<file path="config.mk">
export PLATFORM = sky130hd
export DESIGN_NAME = fir_filter_param_flat
export DESIGN_NICKNAME = d
export VERILOG_FILES = /design/src/rtl/fir_pkg.sv /design/src/rtl/fir_filter_param_if.sv /design/src/rtl/fir_sample_counter.sv /design/src/rtl/fir_filter_param.sv /design/src/flat_wrapper.sv
export SDC_FILE = /design/constraint.sdc
export NUM_CORES = 1
export LEC_CHECK = 0
export BUFFER_PORTS_ARGS = -buffer_cell sky130_fd_sc_hd__buf_2
export CAP_MARGIN = 10
export CORE_AREA = 2 2 209 211
export DETAILED_ROUTE_END_ITERATION = 7
export DIE_AREA = 0 0 211 213
export HOLD_SLACK_MARGIN = 0.1
export PLACE_DENSITY = 0.65
export SYNTH_ARGS = -nofsm -noshare
export SYNTH_HDL_FRONTEND = slang
export SYNTH_SLANG_ARGS = --single-unit
</file>
<file path="constraint.sdc">
create_clock -name clk -period 20 [get_ports clk]
set_input_delay 4 -clock clk [delete_from_list [all_inputs] [get_ports clk]]
set_output_delay 4 -clock clk [all_outputs]
set_load 0.05 [all_outputs]
</file>
<file path="src/rtl/fir_pkg.sv">
// Shared types and helpers for the parametrised FIR filter.
//   state_t         : controller states
//   acc_width()     : accumulator width that cannot overflow over all taps
//   sat_occurs()    : true when a value lies outside a signed w-bit range
//   sat_to_width()  : clamp a value to a signed w-bit range
//   mag_clamped()   : magnitude of a signed w-bit value, most-negative
//                     value clamped to the largest positive value
// Helpers work on a SAT_MAX_W-bit carrier so one definition serves any
// width up to SAT_MAX_W-1.
package fir_pkg;

    localparam int SAT_MAX_W = 64;

    typedef enum logic [2:0] {
        IDLE  = 3'd0,
        LOAD  = 3'd1,
        SHIFT = 3'd2,
        MAC   = 3'd3,
        DONE  = 3'd4
    } state_t;

    function automatic int acc_width(input int data_w, input int coeff_w, input int taps);
        return data_w + coeff_w + $clog2(taps);
    endfunction

    function automatic logic signed [SAT_MAX_W-1:0] sat_hi(input int w);
        logic signed [SAT_MAX_W-1:0] one;
        one = {{(SAT_MAX_W-1){1'b0}}, 1'b1};
        return (one <<< (w - 1)) - one;
    endfunction

    function automatic logic signed [SAT_MAX_W-1:0] sat_lo(input int w);
        return -sat_hi(w) - {{(SAT_MAX_W-1){1'b0}}, 1'b1};
    endfunction

    function automatic logic sat_occurs(input logic signed [SAT_MAX_W-1:0] v, input int w);
        return (v > sat_hi(w)) || (v < sat_lo(w));
    endfunction

    function automatic logic signed [SAT_MAX_W-1:0] sat_to_width(
        input logic signed [SAT_MAX_W-1:0] v, input int w);
        if (v > sat_hi(w)) return sat_hi(w);
        if (v < sat_lo(w)) return sat_lo(w);
        return v;
    endfunction

    function automatic logic [SAT_MAX_W-1:0] mag_clamped(
        input logic signed [SAT_MAX_W-1:0] v, input int w);
        logic signed [SAT_MAX_W-1:0] m;
        m = (v < 0) ? -v : v;
        if (m > sat_hi(w)) m = sat_hi(w);
        return m;
    endfunction

endpackage

</file>
<file path="src/rtl/fir_filter_param_if.sv">
// Sample/coefficient bus between the sample source and the FIR filter.
//   master : drives sample_data, fir_coefficient, load_coeff, data_ready
//            and observes modwait, fir_out, err, one_k_samples
//   slave  : the filter side (directions reversed)
interface fir_filter_param_if #(
    parameter int DATA_W  = 16,
    parameter int COEFF_W = 16
) ();
    logic signed [DATA_W-1:0]  sample_data;
    logic signed [COEFF_W-1:0] fir_coefficient;
    logic                      load_coeff;
    logic                      data_ready;
    logic                      modwait;
    logic [DATA_W-1:0]         fir_out;
    logic                      err;
    logic                      one_k_samples;

    modport master (
        output sample_data, fir_coefficient, load_coeff, data_ready,
        input  modwait, fir_out, err, one_k_samples
    );

    modport slave (
        input  sample_data, fir_coefficient, load_coeff, data_ready,
        output modwait, fir_out, err, one_k_samples
    );
endinterface

</file>
<file path="src/rtl/fir_sample_counter.sv">
// Counts completed filter results and emits a one-cycle pulse every
// CNT_TARGET results.
//   clk, rst     : clock, synchronous active-high reset
//   i_cnt_up     : one-cycle strobe, one result completed
//   o_rollover   : high for the cycle after the CNT_TARGET-th strobe
module fir_sample_counter #(
    parameter int CNT_TARGET = 1000
) (
    input  logic clk,
    input  logic rst,
    input  logic i_cnt_up,
    output logic o_rollover
);
    localparam int CNT_W = $clog2(CNT_TARGET + 1);

    logic [CNT_W-1:0] r_cnt;
    logic             r_pulse;

    always_ff @(posedge clk) begin
        if (rst) begin
            r_cnt   <= '0;
            r_pulse <= 1'b0;
        end else begin
            r_pulse <= 1'b0;
            if (i_cnt_up) begin
                if (r_cnt == CNT_W'(CNT_TARGET - 1)) begin
                    r_cnt   <= '0;
                    r_pulse <= 1'b1;
                end else begin
                    r_cnt <= r_cnt + 1'b1;
                end
            end
        end
    end

    assign o_rollover = r_pulse;
endmodule

</file>
<file path="src/rtl/fir_filter_param.sv">
// Parametrised FIR filter built around a single sequential MAC that
// processes one tap per cycle, then saturates the rescaled sum and
// reports its magnitude.
//   clk, rst : clock, synchronous active-high reset
//   bus      : fir_filter_param_if.slave -- sample_data/data_ready,
//              fir_coefficient/load_coeff in; modwait, fir_out, err,
//              one_k_samples out
module fir_filter_param
    import fir_pkg::*;
#(
    parameter int DATA_W     = 16,
    parameter int COEFF_W    = 16,
    parameter int NUM_TAPS   = 4,
    parameter int CNT_TARGET = 1000
) (
    input  logic                clk,
    input  logic                rst,
    fir_filter_param_if.slave   bus
);
    localparam int ACC_W  = acc_width(DATA_W, COEFF_W, NUM_TAPS);
    localparam int IDX_W  = $clog2(NUM_TAPS);
    localparam int PROD_W = DATA_W + COEFF_W;
    localparam logic [IDX_W-1:0] LAST_IDX = IDX_W'(NUM_TAPS - 1);

    state_t                     r_state, w_next;
    logic signed [DATA_W-1:0]   r_x    [NUM_TAPS];
    logic signed [COEFF_W-1:0]  r_coef [NUM_TAPS];
    logic signed [DATA_W-1:0]   r_sample;
    logic signed [COEFF_W-1:0]  r_coef_in;
    logic [IDX_W-1:0]           r_cidx;
    logic [IDX_W-1:0]           r_tap;
    logic signed [ACC_W-1:0]    r_acc;
    logic [DATA_W-1:0]          r_fir_out;
    logic                       r_err;

    logic                       w_busy;
    logic                       w_drop;
    logic                       w_done;
    logic                       w_rollover;
    logic signed [PROD_W-1:0]   w_prod;
    logic signed [ACC_W-1:0]    w_shift;
    logic signed [SAT_MAX_W-1:0] w_r_ext;
    logic                       w_sat;

    assign w_busy = (r_state != IDLE);
    assign w_done = (r_state == DONE);

    // A request is lost either because the block is busy, or because a
    // coefficient load and a sample arrive together (the load is kept).
    assign w_drop = (w_busy && (bus.data_ready || bus.load_coeff)) ||
                    (!w_busy && bus.load_coeff && bus.data_ready);

    assign w_prod  = PROD_W'(r_x[r_tap]) * PROD_W'(r_coef[r_tap]);
    // Remove the Q1.(COEFF_W-1) fraction; >>> floors toward -inf.
    assign w_shift = r_acc >>> (COEFF_W - 1);
    assign w_r_ext = SAT_MAX_W'(w_shift);
    assign w_sat   = sat_occurs(w_r_ext, DATA_W);

    always_ff @(posedge clk) begin
        if (rst) r_state <= IDLE;
        else     r_state <= w_next;
    end

    always_comb begin
        w_next = r_state;
        case (r_state)
            IDLE: begin
                if (bus.load_coeff)      w_next = LOAD;
                else if (bus.data_ready) w_next = SHIFT;
            end
            LOAD:    w_next = IDLE;
            SHIFT:   w_next = MAC;
            MAC:     if (r_tap == LAST_IDX) w_next = DONE;
            DONE:    w_next = IDLE;
            default: w_next = IDLE;
        endcase
    end

    always_ff @(posedge clk) begin
        if (rst) begin
            for (int k = 0; k < NUM_TAPS; k++) begin
                r_x[k]    <= '0;
                r_coef[k] <= '0;
            end
            r_sample  <= '0;
            r_coef_in <= '0;
            r_cidx    <= '0;
            r_tap     <= '0;
            r_acc     <= '0;
            r_fir_out <= '0;
            r_err     <= 1'b0;
        end else begin
            if (r_state == IDLE) begin
                if (bus.load_coeff)      r_coef_in <= bus.fir_coefficient;
                else if (bus.data_ready) r_sample  <= bus.sample_data;
            end

            case (r_state)
                LOAD: begin
                    r_coef[r_cidx] <= r_coef_in;
                    r_cidx <= (r_cidx == LAST_IDX) ? '0 : r_cidx + 1'b1;
                end
                SHIFT: begin
                    for (int k = NUM_TAPS - 1; k > 0; k--) r_x[k] <= r_x[k-1];
                    r_x[0] <= r_sample;
                    r_acc  <= '0;
                    r_tap  <= '0;
                end
                MAC: begin
                    r_acc <= r_acc + ACC_W'(w_prod);
                    r_tap <= r_tap + 1'b1;
                end
                DONE: begin
                    r_fir_out <= DATA_W'(mag_clamped(sat_to_width(w_r_ext, DATA_W), DATA_W));
                end
                default: ;
            endcase

            // A drop in the DONE cycle must survive DONE's status update.
            if (w_drop)      r_err <= 1'b1;
            else if (w_done) r_err <= w_sat;
        end
    end

    fir_sample_counter #(
        .CNT_TARGET (CNT_TARGET)
    ) u_counter (
        .clk        (clk),
        .rst        (rst),
        .i_cnt_up   (w_done),
        .o_rollover (w_rollover)
    );

    assign bus.modwait       = w_busy;
    assign bus.fir_out       = r_fir_out;
    assign bus.err           = r_err;
    assign bus.one_k_samples = w_rollover;
endmodule

</file>
<file path="src/flat_wrapper.sv">
// flat-port wrapper written by rule: the top's interface ports become plain ports
module fir_filter_param_flat import fir_pkg::*;
#(
    parameter int DATA_W     = 16,
    parameter int COEFF_W    = 16,
    parameter int NUM_TAPS   = 4,
    parameter int CNT_TARGET = 1000
)
  (clk, rst, bus_sample_data, bus_fir_coefficient, bus_load_coeff, bus_data_ready, bus_modwait, bus_fir_out, bus_err, bus_one_k_samples);
  fir_filter_param_if #(.DATA_W(DATA_W), .COEFF_W(COEFF_W)) bus_i ();
  input  logic clk;
  input  logic rst;
  input wire logic [$bits(bus_i.sample_data)-1:0] bus_sample_data;
  input wire logic [$bits(bus_i.fir_coefficient)-1:0] bus_fir_coefficient;
  input wire logic [$bits(bus_i.load_coeff)-1:0] bus_load_coeff;
  input wire logic [$bits(bus_i.data_ready)-1:0] bus_data_ready;
  output wire logic [$bits(bus_i.modwait)-1:0] bus_modwait;
  output wire logic [$bits(bus_i.fir_out)-1:0] bus_fir_out;
  output wire logic [$bits(bus_i.err)-1:0] bus_err;
  output wire logic [$bits(bus_i.one_k_samples)-1:0] bus_one_k_samples;
  assign bus_i.sample_data = bus_sample_data;
  assign bus_i.fir_coefficient = bus_fir_coefficient;
  assign bus_i.load_coeff = bus_load_coeff;
  assign bus_i.data_ready = bus_data_ready;
  assign bus_modwait = bus_i.modwait;
  assign bus_fir_out = bus_i.fir_out;
  assign bus_err = bus_i.err;
  assign bus_one_k_samples = bus_i.one_k_samples;
  fir_filter_param #(.DATA_W(DATA_W), .COEFF_W(COEFF_W), .NUM_TAPS(NUM_TAPS), .CNT_TARGET(CNT_TARGET)) u_core (.clk(clk), .rst(rst), .bus(bus_i));
endmodule
</file>
==> metrics list <==
- The flow ran to the end, and the final reports show no timing, DRC or antenna violations.
- The worst hold path belongs to the class reg2reg.
- Critical path data arrival time: approximately 8700 ps
- Leading cell types in the layout, fill and taps excluded: sky130_fd_sc_hd__inv_1, sky130_fd_sc_hd__fa_1, sky130_fd_sc_hd__nand2_1, sky130_fd_sc_hd__nor2_1, sky130_fd_sc_hd__and2_1
- Row generation in the floorplan step produced between 70 and 80 rows.
- Worst reg2reg setup slack: between 10000 and 15000 ps
- OpenSTA, run right after detailed placement, puts the worst setup slack at 11970 ps.
- Count of flip-flops with a built-in enable after synthesis: around 130
- Entering global routing, the biggest net connects 70 pins.
- Measured against its own limit, the worst slew margin works out to 0.218.
- Clk_skew: approximately 19 ps
* Synthesized instance count: about 2100
- In the final layout, the share of cells above drive strength 1 is 0.0880.
- Number of buffers inserted by post-CTS setup repair: 0
- Vias in the first global route: 15949
- Growth of design area from synthesis to finish: 8.01%
- The tree built by TritonCTS fans out to ~230 sinks.
- For the final routed database, the setup TNS stands at 0 ps.
- Setup repair after global routing missed its margin: false
- The worst setup path is of the reg2reg kind.
- DRC viols: 0
- Minimum clock period: around 8000 ps
* Capturing element of the worst setup path: u_core.r_acc[28]
- At the end of the flow the core is filled with cells to 0.536.
- Global-route wire length before repair: 84.4 mm
* Total of flip-flops plus latches after synthesis: ~230
- Clock latency on the worst-skew pair, taken at its later pin, is 570 ps.
- The final-report hold violation count came to 0.
- Dominant synthesized flop cell: sky130_fd_sc_hd__edfxtp_1
- Post-synth top area share: 0.288
- Summing internal, switching and leakage power gives ~4.1 mW.
- Design Area, Final: around 23000 µm²
- Initial antenna violation count: 0
- Averaged over all synthesized cells, the footprint is approximately 10 µm².
- Cell taking the most area after synthesis: sky130_fd_sc_hd__fa_1
* I/O pin count: 55
- Summed over all layers, the routed wires come to 50.5 mm.
* Area of the mapped netlist: approximately 21000 µm²
- Placed wire-length estimate: 38.9 mm
- The number of placed instances, taps included, is between 2000 and 3000.
- For this run, the register share of the synthesized area comes to 0.279.
- Wire per inst: between 15 and 20 µm
- Dpl cell area: roughly 22000 µm²
* Req. time, crit path: slightly above 20000 ps
- After clock tree synthesis, the clock-pin slew on the worst setup and hold paths is approximately 60 ps.
- Synthesis Warnings: 0
* FFs w/ async S/R, synth: 0
* DR pass1 iterations: 5
- Count of antenna-violating nets left after detailed routing: 0
- Total setup violations reported at the end of the flow: 0
- Crit Path Max Fanout: 55
* Placeable core region: ~43000 µm²
- Once layout is complete, the cells apart from fillers number between 2000 and 3000.
- IR analysis of the VDD net gives a maximum drop of 0.000199 V.
- In this run the tool buffered the top-level ports with 54 buffer cells.
* Last weighted congestion value of the routability-driven placer: a little over 0.9
- Number of instances resized during post-cts repair: 0
- Deepest level of the CTS H-tree: 1
- Final cycle utilization of the critical path: 0.410
- The die covers about 45000 µm².
- Summed over all layers, the global routing overflow is 0.
- Max-cap violations in this run came to 0.
* Antenna diode count: 0
- Largest cells by area after synthesis: sky130_fd_sc_hd__fa_1, sky130_fd_sc_hd__edfxtp_1, sky130_fd_sc_hd__dfxtp_1
- For this run, the total global-route usage over all layers was measured as 0.240.
* Actual slew at the worst max-slew pin: ~1200 ps
- Yosys mapped the design onto 67 distinct sky130hd cell types.
- After the last flow step, the layout net total stands at between 2000 and 3000.
- Number of buffers created by CTS: 27
- Measured along the y axis, the die boundary spans around 210 µm.
- STA classifies the critical path startpoint as a register.
- Final critical-path setup slack: roughly 12000 ps
- Across all layers, the routed design uses around 15000 vias.
- CP Capture Type: register
- Synthesis produced a netlist with a net count of approximately 2600.
- Upper clock frequency limit: 0.122 GHz
- Dividing total power by cell area gives a power density of 181 nW/µm².
- Initial Utilization: 0.496
- Master cell of the clock root buffer: sky130_fd_sc_hd__clkbuf_16
* Number of filler instances in the final layout: around 3700
- Most common library cell in the layout ignoring fill and taps: sky130_fd_sc_hd__inv_1
- Post-CTS Hold Fix Bufs: 0
* TritonCTS clock tree: done
* X dimension of the die: 211 µm
- Worst r2r dst: u_core.r_acc[28]
- The clock passes through at most 3 buffers.
- Number of cells traversed by the worst register-to-register path: 22
* Worst slack on hold paths: 451 ps
* Drt first-iter violations: 881
- Final Max Slew Viols: 0
- Leakage component of the power: just over 10 nW
- Dividing the detail-routed via count by the number of cells gives 5.42.
-- power breakdown --
| group | internal [mW] | total (mW) | switching, mW |
|---|---|---|---|
| Combinational | 1.24 | 3.04 | 1.80 |
| Clock | 0.305 | 0.512 | 0.207 |
| Sequential | 0.545 | 0.596 | 0.0517 |
| Total | 2.09 | 4.15 | 2.06 |
-- worst max-delay path, stage by stage (launching register included) --
cell and delay (ps):
sky130_fd_sc_hd__dfxtp_2 310, sky130_fd_sc_hd__buf_4 650, sky130_fd_sc_hd__mux2_2 410, sky130_fd_sc_hd__o21ai_1 830, sky130_fd_sc_hd__nand2b_1 230, sky130_fd_sc_hd__fa_1 460, sky130_fd_sc_hd__fa_1 550, sky130_fd_sc_hd__inv_1 70
sky130_fd_sc_hd__fa_1 530, sky130_fd_sc_hd__fa_1 560, sky130_fd_sc_hd__fa_1 550, sky130_fd_sc_hd__inv_1 60, sky130_fd_sc_hd__fa_1 540, sky130_fd_sc_hd__inv_1 60, sky130_fd_sc_hd__ha_1 320, sky130_fd_sc_hd__and3_1 220
sky130_fd_sc_hd__a31oi_1 160, sky130_fd_sc_hd__o21ai_0 170, sky130_fd_sc_hd__o2111ai_1 440, sky130_fd_sc_hd__nor2b_2 290, sky130_fd_sc_hd__nor3_1 80, sky130_fd_sc_hd__or3_1 320, sky130_fd_sc_hd__a32o_1 250
-- per-layer routing --
layer	global-route usage	share of wire	vias to the layer above
met5	0	0	-
met4	0.0665	0.027	0
met3	0.0374	0.061	87
met2	0.403	0.48	388
met1	0.325	0.43	7465
li1	-	-	6779
-- final cells by class --
| class | instances | area (µm²) | area share |
|---|---|---|---|
| clock buffers | 34 | 712 | 0.0311 |
| well taps | 546 | 683 | 0.0299 |
| repair buffers | 76 | 438 | 0.0192 |
| clock inverters | 15 | 198 | 0.00865 |
| flip-flops and latches | 231 | 5910 | 0.258 |
| multi-input cells | 1465 | 13600 | 0.595 |
| inverters | 350 | 1310 | 0.0575 |
-- synthesized netlist by cell type (26+ instances only) --
cell                       instances
sky130_fd_sc_hd__inv_1           350
sky130_fd_sc_hd__nor2_1          188
sky130_fd_sc_hd__dfxtp_1         103
sky130_fd_sc_hd__o21ai_0          29
sky130_fd_sc_hd__fa_1            305
sky130_fd_sc_hd__o21ai_1          26
sky130_fd_sc_hd__edfxtp_1        128
sky130_fd_sc_hd__and2_1          156
sky130_fd_sc_hd__nand2_1         245
sky130_fd_sc_hd__a21oi_1          77
sky130_fd_sc_hd__mux2i_1          31
sky130_fd_sc_hd__clkbuf_1         75
sky130_fd_sc_hd__xnor2_1          27
sky130_fd_sc_hd__ha_1            107
-- sequential cells by signal (all words and copies together) (netlist names), named ones only --
| name | count |
|---|---|
| u_core.bus.err | 1 |
| u_core.bus.fir_out | 16 |
| u_core.r_acc | 34 |
| u_core.r_cidx | 2 |
| u_core.r_coef | 64 |
| u_core.r_coef_in | 16 |
| u_core.r_sample | 16 |
| u_core.r_state | 3 |
| u_core.r_tap | 2 |
| u_core.r_x | 64 |
| u_core.u_counter.o_rollover | 1 |
| u_core.u_counter.r_cnt | 10 |
-- how the worst min path moves through the flow --
| stage | from | endpoint | slack (ps) | cells past startpoint |
|---|---|---|---|---|
| after CTS | u_core.r_sample[0] | u_core.r_sample[0] | 450 | 2 |
| final | u_core.r_sample[0] | u_core.r_sample[0] | 450 | 2 |
| after floorplan | u_core.r_acc[14] | u_core.r_acc[14] | 430 | 2 |
| after global routing | u_core.r_sample[8] | u_core.r_sample[8] | 470 | 2 |
| after global placement | u_core.r_acc[0] | u_core.r_acc[0] | 440 | 2 |
| after detailed placement | u_core.r_sample[0] | u_core.r_sample[0] | 450 | 2 |
-- cells by family (layout without fill, tap and decap cells) --
logic type      count (synthesis)  after routing  share of synthesized area
flops                         231            231                      0.279
mux                            63             63                     0.0365
compound gates                238            238                     0.0739
buf+inv                       444            475                     0.0801
simple gates                  701            701                      0.157
xor+xnor                       51             51                     0.0218
fa+ha+maj                     412            412                      0.352
Power figures use the tool's default switching activity.
